--- config.mk ---
export PLATFORM = sky130hd
export DESIGN_NAME = sp_regfile_flat
export DESIGN_NICKNAME = d
export VERILOG_FILES = /design/src/rtl/sp_regfile_if.sv /design/src/rtl/sp_regfile.sv /design/src/flat_wrapper.sv
export SDC_FILE = /design/constraint.sdc
export NUM_CORES = 1
export LEC_CHECK = 0
export CELL_PAD_IN_SITES_DETAIL_PLACEMENT = 1
export CELL_PAD_IN_SITES_GLOBAL_PLACEMENT = 2
export CORE_MARGIN = 5
export CORE_UTILIZATION = 30
export CTS_CLUSTER_SIZE = 30
export DETAILED_ROUTE_END_ITERATION = 16
export PLACE_DENSITY = 0.75
export SYNTH_ARGS = -nofsm -noshare
export SYNTH_HDL_FRONTEND = slang
export SYNTH_SLANG_ARGS = --single-unit
export TNS_END_PERCENT = 20
--- constraint.sdc ---
create_clock -name clk1 -period 3.3 [get_ports clk1]
set_input_delay 0.825 -clock clk1 [delete_from_list [all_inputs] [get_ports clk1]]
set_output_delay 0.825 -clock clk1 [all_outputs]
set_load 0.005 [all_outputs]
--- src/rtl/sp_regfile_if.sv ---
// sp_regfile_if: bus bundle between the address mux / control and the scratchpad.
//   master: drives addr, rd_en, we, wdata, inc, dec; observes everything else.
//   slave : the register file itself.
//   addr    4-bit scratchpad index (0..6 stored, 7 = M, 8..15 reserved)
//   rd_en   registered read request      rdata  registered read data
//   we      write strobe                 wdata  write data
//   inc/dec INR/DCR strobes              busy   RMW sequence in progress
//   flag_z/flag_s/flag_p  flags of last INR/DCR result
//   reg_h/reg_l  live H and L contents   fault  one-cycle illegal-access pulse
interface sp_regfile_if #(
  parameter int unsigned DATA_W = 8
);
  logic [3:0]        addr;
  logic              rd_en;
  logic [DATA_W-1:0] rdata;
  logic              we;
  logic [DATA_W-1:0] wdata;
  logic              inc;
  logic              dec;
  logic              busy;
  logic              flag_z;
  logic              flag_s;
  logic              flag_p;
  logic [DATA_W-1:0] reg_h;
  logic [DATA_W-1:0] reg_l;
  logic              fault;

  modport master (
    output addr, rd_en, we, wdata, inc, dec,
    input  rdata, busy, flag_z, flag_s, flag_p, reg_h, reg_l, fault
  );

  modport slave (
    input  addr, rd_en, we, wdata, inc, dec,
    output rdata, busy, flag_z, flag_s, flag_p, reg_h, reg_l, fault
  );
endinterface

--- src/rtl/sp_regfile.sv ---
// sp_regfile: i8008 scratchpad register file (A,B,C,D,E,H,L).
//   clk1   single clock, all state changes on rising edge
//   rst_n  synchronous active-low reset
//   bus    sp_regfile_if slave: registered reads, writes, INR/DCR read-modify-write
//          with Z/S/P flag generation, live H/L outputs and an illegal-access pulse.
module sp_regfile #(
  parameter int unsigned DATA_W = 8,
  parameter int unsigned NREGS  = 7
) (
  input  logic         clk1,
  input  logic         rst_n,
  sp_regfile_if.slave  bus
);

  localparam int unsigned IdxW = $clog2(NREGS);
  localparam int unsigned HIdx = 5;
  localparam int unsigned LIdx = 6;
  localparam logic [DATA_W-1:0] One = DATA_W'(1);

  typedef enum logic [1:0] {StIdle, StRd, StWb} state_e;

  state_e            state_q;
  logic [DATA_W-1:0] regs_q [NREGS];
  logic [DATA_W-1:0] rdata_q;
  logic [DATA_W-1:0] tmp_q;
  logic [IdxW-1:0]   idx_q;
  logic              op_inc_q;
  logic              busy_q;
  logic              flag_z_q, flag_s_q, flag_p_q;
  logic              fault_q;

  logic              addr_ok;   // index has backing storage
  logic              illegal;   // reserved index 8..15
  logic              access;
  logic              idle;
  logic              wr_go;
  logic              rmw_go;
  logic [IdxW-1:0]   aidx;
  logic [DATA_W-1:0] rd_val;
  logic [DATA_W-1:0] rmw_res;

  always_comb begin
    addr_ok = ({28'd0, bus.addr} < NREGS[31:0]);
    illegal = bus.addr[3];
    access  = bus.rd_en | bus.we | bus.inc | bus.dec;
    idle    = (state_q == StIdle);
    aidx    = bus.addr[IdxW-1:0];
    wr_go   = bus.we && idle;
    // A write in the same cycle wins over INR/DCR; M and reserved indices never sequence.
    rmw_go  = idle && !bus.we && (bus.inc ^ bus.dec) && addr_ok;
    rd_val  = addr_ok ? regs_q[aidx] : '0;
    rmw_res = op_inc_q ? (tmp_q + One) : (tmp_q - One);
  end

  always_ff @(posedge clk1) begin
    if (!rst_n) begin
      for (int unsigned i = 0; i < NREGS; i++) begin
        regs_q[i] <= '0;
      end
      rdata_q  <= '0;
      tmp_q    <= '0;
      idx_q    <= '0;
      op_inc_q <= 1'b0;
      busy_q   <= 1'b0;
      flag_z_q <= 1'b0;
      flag_s_q <= 1'b0;
      flag_p_q <= 1'b0;
      fault_q  <= 1'b0;
      state_q  <= StIdle;
    end else begin
      fault_q <= (access && illegal) || (idle && bus.inc && bus.dec);

      // Same-cycle write is forwarded so the read never sees the stale value.
      if (bus.rd_en) begin
        rdata_q <= (wr_go && addr_ok) ? bus.wdata : rd_val;
      end
      if (wr_go && addr_ok) begin
        regs_q[aidx] <= bus.wdata;
      end

      unique case (state_q)
        StIdle: begin
          if (rmw_go) begin
            idx_q    <= aidx;
            op_inc_q <= bus.inc;
            busy_q   <= 1'b1;
            state_q  <= StRd;
          end
        end
        StRd: begin
          tmp_q   <= regs_q[idx_q];
          state_q <= StWb;
        end
        StWb: begin
          regs_q[idx_q] <= rmw_res;
          flag_z_q      <= (rmw_res == '0);
          flag_s_q      <= rmw_res[DATA_W-1];
          flag_p_q      <= ~^rmw_res;
          busy_q        <= 1'b0;
          state_q       <= StIdle;
        end
        default: begin
          busy_q  <= 1'b0;
          state_q <= StIdle;
        end
      endcase
    end
  end

  assign bus.rdata  = rdata_q;
  assign bus.busy   = busy_q;
  assign bus.flag_z = flag_z_q;
  assign bus.flag_s = flag_s_q;
  assign bus.flag_p = flag_p_q;
  assign bus.reg_h  = regs_q[HIdx];
  assign bus.reg_l  = regs_q[LIdx];
  assign bus.fault  = fault_q;

endmodule
--- src/flat_wrapper.sv ---
// flat-port wrapper written by rule: the top's interface ports become plain ports
module sp_regfile_flat 
#(
  parameter int unsigned DATA_W = 8,
  parameter int unsigned NREGS  = 7
)
  (clk1, rst_n, bus_addr, bus_rd_en, bus_we, bus_wdata, bus_inc, bus_dec, bus_rdata, bus_busy, bus_flag_z, bus_flag_s, bus_flag_p, bus_reg_h, bus_reg_l, bus_fault);
  sp_regfile_if #(.DATA_W(DATA_W)) bus_i ();
  input  logic clk1;
  input  logic rst_n;
  input wire logic [$bits(bus_i.addr)-1:0] bus_addr;
  input wire logic [$bits(bus_i.rd_en)-1:0] bus_rd_en;
  input wire logic [$bits(bus_i.we)-1:0] bus_we;
  input wire logic [$bits(bus_i.wdata)-1:0] bus_wdata;
  input wire logic [$bits(bus_i.inc)-1:0] bus_inc;
  input wire logic [$bits(bus_i.dec)-1:0] bus_dec;
  output wire logic [$bits(bus_i.rdata)-1:0] bus_rdata;
  output wire logic [$bits(bus_i.busy)-1:0] bus_busy;
  output wire logic [$bits(bus_i.flag_z)-1:0] bus_flag_z;
  output wire logic [$bits(bus_i.flag_s)-1:0] bus_flag_s;
  output wire logic [$bits(bus_i.flag_p)-1:0] bus_flag_p;
  output wire logic [$bits(bus_i.reg_h)-1:0] bus_reg_h;
  output wire logic [$bits(bus_i.reg_l)-1:0] bus_reg_l;
  output wire logic [$bits(bus_i.fault)-1:0] bus_fault;
  assign bus_i.addr = bus_addr;
  assign bus_i.rd_en = bus_rd_en;
  assign bus_i.we = bus_we;
  assign bus_i.wdata = bus_wdata;
  assign bus_i.inc = bus_inc;
  assign bus_i.dec = bus_dec;
  assign bus_rdata = bus_i.rdata;
  assign bus_busy = bus_i.busy;
  assign bus_flag_z = bus_i.flag_z;
  assign bus_flag_s = bus_i.flag_s;
  assign bus_flag_p = bus_i.flag_p;
  assign bus_reg_h = bus_i.reg_h;
  assign bus_reg_l = bus_i.reg_l;
  assign bus_fault = bus_i.fault;
  sp_regfile #(.DATA_W(DATA_W), .NREGS(NREGS)) u_core (.clk1(clk1), .rst_n(rst_n), .bus(bus_i));
endmodule
==> metrics.csv <==
metric,value,unit
share of cells above drive strength 1,21.7,%
dpl cell area,5610,um2
multi-input logic area,2230,um2
"Arr. time, crit path",2810,ps
GPL Wtd Cong,0.840,
Post-Syn Area,4820,um2
max_cap viols,0,
Max VDD drop,0.226,mV
"Primary FF master, synth",edfxtp_1,
"FF+latch count, synth",91,
TNS Setup,0,ps
Max Slew Vio Count,0,
Total Power,2.68,mW
"count leader, synth",nor2_1,
Iter 0 DRT Violations,173,
CTS H-tree lvls,3,
Crit-path slowest cell,a32oi_1,
hold crit path type,reg -> reg,
syn_nets,414,
Root Buffer,clkbuf_16,
Syn Inst Count,385,
WHS Endpoint,u_core.bus.flag_s,
Cell Int Power,1.98,mW
period utilization,83.3,%
dpl hpwl,10.6,mm
"slowest stage delay, CP",650,ps
DIE AREA,18700,um2
Starting Density,30.4,%
Synth area leaders,"edfxtp_1 35%, mux4_2 15%, dfxtp_1 15%, nor2_1 6.1%, ha_1 2.6%",
min Tclk post-route,2750,ps
cell family contributing the most delay on the critical path,compound AO/OA/AOI/OAI gates,
FILL cells,1699,
r2r setup slk,550,ps
switching fraction of total power,26.3,%
number of flops mapped to enable cells by yosys,56,
crit-path max FO,7,
Bufs and invs on worst path,1,
detailed-route wire length per cell,20.2,um
Total GRT Usage,15.1,%
Resized cells post-CTS,0,
Slew HR,30.4,%
post-CTS setup buffers,0,
Final Cell Area,5890,um2
CTS sink cnt,91,
syn_area_per_cell,12.5,um2
DRC viols,0,
"Clk pin slew, worst setup/hold paths",60,ps
antenna diode count,0,
Die H,137,um
Reg area,2380,um2
deepest clock path buffer count,2,
Slew @ Worst Pin,1040,ps
crit path cell chain,inv_1 -> ha_1 -> a211oi_1 -> o21ai_0 -> a21o_1 -> a32oi_1 -> nor2_1,
Critical Path Sink Type,flop,
status,"finished, final reports clean",
Final Hold Viols,0,
P_sw,0.705,mW
Detailed Route WL,13.4,mm
RSZ-0062 raised after global routing,false,
pre-CTS setup slack,248,ps
Combinational Power Share,15.3,%
YS warnings,0,
Min-Delay Path Depth,2,
Yosys top cell area share,34.9,%
Initial DRT Pass Iterations,4,
Critical Path Start Type,flop,
LEAKAGE,2.05,nW
clock share of power,36.8,%
Async SR Flop Fraction,0,%
FMAX,364,MHz
cts-stage hold buffer count,0,
Post-synth top cells,"78 x nor2_1, 56 x edfxtp_1, 35 x dfxtp_1, 32 x mux4_2",
reg-to-reg endpoint,u_core.regs_q[4][7],
# setup viols final,0,
CTS Buf Count,9,
DIE WIDTH,137,um
clock skew,8.98,ps
Hold WS,460,ps
core area,15800,um2
initial antenna violation count,0,
vias per cell,5.19,
global route overflow,0,
hold_sp,u_core.bus.flag_s,
NumNets Final,475,
PortBufs,46,
Netlist cell types,55,
# IOs,47,
via count,3459,
pin count of the biggest net entering global routing,23,
CP required,3370,ps
largest area contributor in the netlist,edfxtp_1,
synthesis-to-layout area growth,22.2,%
vias in the first global route,3728,
final setup margin,552,ps
pwr/cell area,456,nW/um2
first-pass GRT wire length,21.3,mm
std cell rows,46,
Reg-to-Reg Start,u_core.op_inc_q,
FF-to-FF path depth,7,
Clock Latency Late Sink,350,ps
CTS tree,built,
sequential share of power,47.9,%
Detail Route Antenna Nets,0,
CP Class,reg -> reg,
register area share after synthesis,49.4,%
## area by class of cell
class,count,share of cell area [%]
flip-flops and latches,91,40.5
multi-input cells,255,37.9
repair buffers,72,11.1
well taps,216,4.59
clock buffers,9,3.82
inverters,17,1.08
clock inverters,7,0.999
## worst max-delay path by stage
stage	endpoint	from	cells after the start	slack, ps
finish	u_core.regs_q[4][7]	u_core.op_inc_q	7	550
global route	u_core.regs_q[7][7]	u_core.op_inc_q	7	260
CTS	u_core.regs_q[4][7]	u_core.op_inc_q	7	540
detailed placement	u_core.bus.rdata[1]	bus_addr[0]	6	250
global placement	u_core.bus.rdata[1]	bus_addr[0]	6	290
floorplan	u_core.bus.flag_p	u_core.op_inc_q	12	700
## logic make-up after synthesis
group | Yosys count | synth area share (%)
compound gates | 63 | 11.1
mux | 52 | 19.3
xor+xnor | 11 | 2.00
buf+inv | 39 | 4.21
fa+ha+maj | 11 | 3.01
simple gates | 118 | 10.9
flops | 91 | 49.4
## power groups by stage
stage / Sequential, mW / Combinational, mW / Clock [mW]
final: 1.29 / 0.410 / 0.989
after global routing: 1.29 / 0.443 / 1.06
after CTS: 1.29 / 0.416 / 1.02
after detailed placement: 1.31 / 0.413 / 0
after global placement: 1.31 / 0.402 / 0
after floorplan: 1.29 / 0.273 / 0
## layout by cell type (no fill, tap or decap), types with 6 or more instances in the layout
cell,instances
a211oi_1,10
a211oi_2,6
a21oi_1,10
a222oi_1,8
buf_4,26
clkbuf_16,9
clkdlybuf4s50_1,46
dfxtp_1,35
edfxtp_1,56
ha_1,10
inv_1,16
mux2_2,8
mux2i_1,12
mux4_2,32
nand2_1,16
nor2_1,78
o21ai_0,9
xnor2_1,9
## sequential cells by signal, indices dropped and copies added, names as in the netlist
signal / flops
u_core.bus.flag_p: 1
u_core.bus.busy: 1
u_core.idx_q: 3
u_core.bus.flag_z: 1
u_core.state_q: 2
u_core.bus.rdata: 8
u_core.bus.flag_s: 1
u_core.bus.fault: 1
u_core.regs_q: 64
u_core.op_inc_q: 1
u_core.tmp_q: 8
## through the flow
step,instances,utilization [%]
5_1_grt,667,37.2
3_5_place_dp,651,35.4
4_1_cts,667,37.2
6_report,667,37.2
2_1_floorplan,385,-
3_3_place_gp,651,35.4
## metal layers
| layer | part of all wire, % | vias to the layer above | track usage (%) |
|---|---|---|---|
| li1 | - | 1585 | - |
| met3 | 3.6 | 14 | 2.13 |
| met1 | 44 | 1789 | 19.3 |
| met4 | 1.7 | 0 | 5.49 |
| met5 | 0 | - | 0 |
| met2 | 50 | 71 | 26.0 |
## tightest hold or removal path: stages (launching register included)
cell,delay (ps)
dfxtp_1,330
nand2_1,50
o21ai_0,60
(Power assumes the default switching activity.)
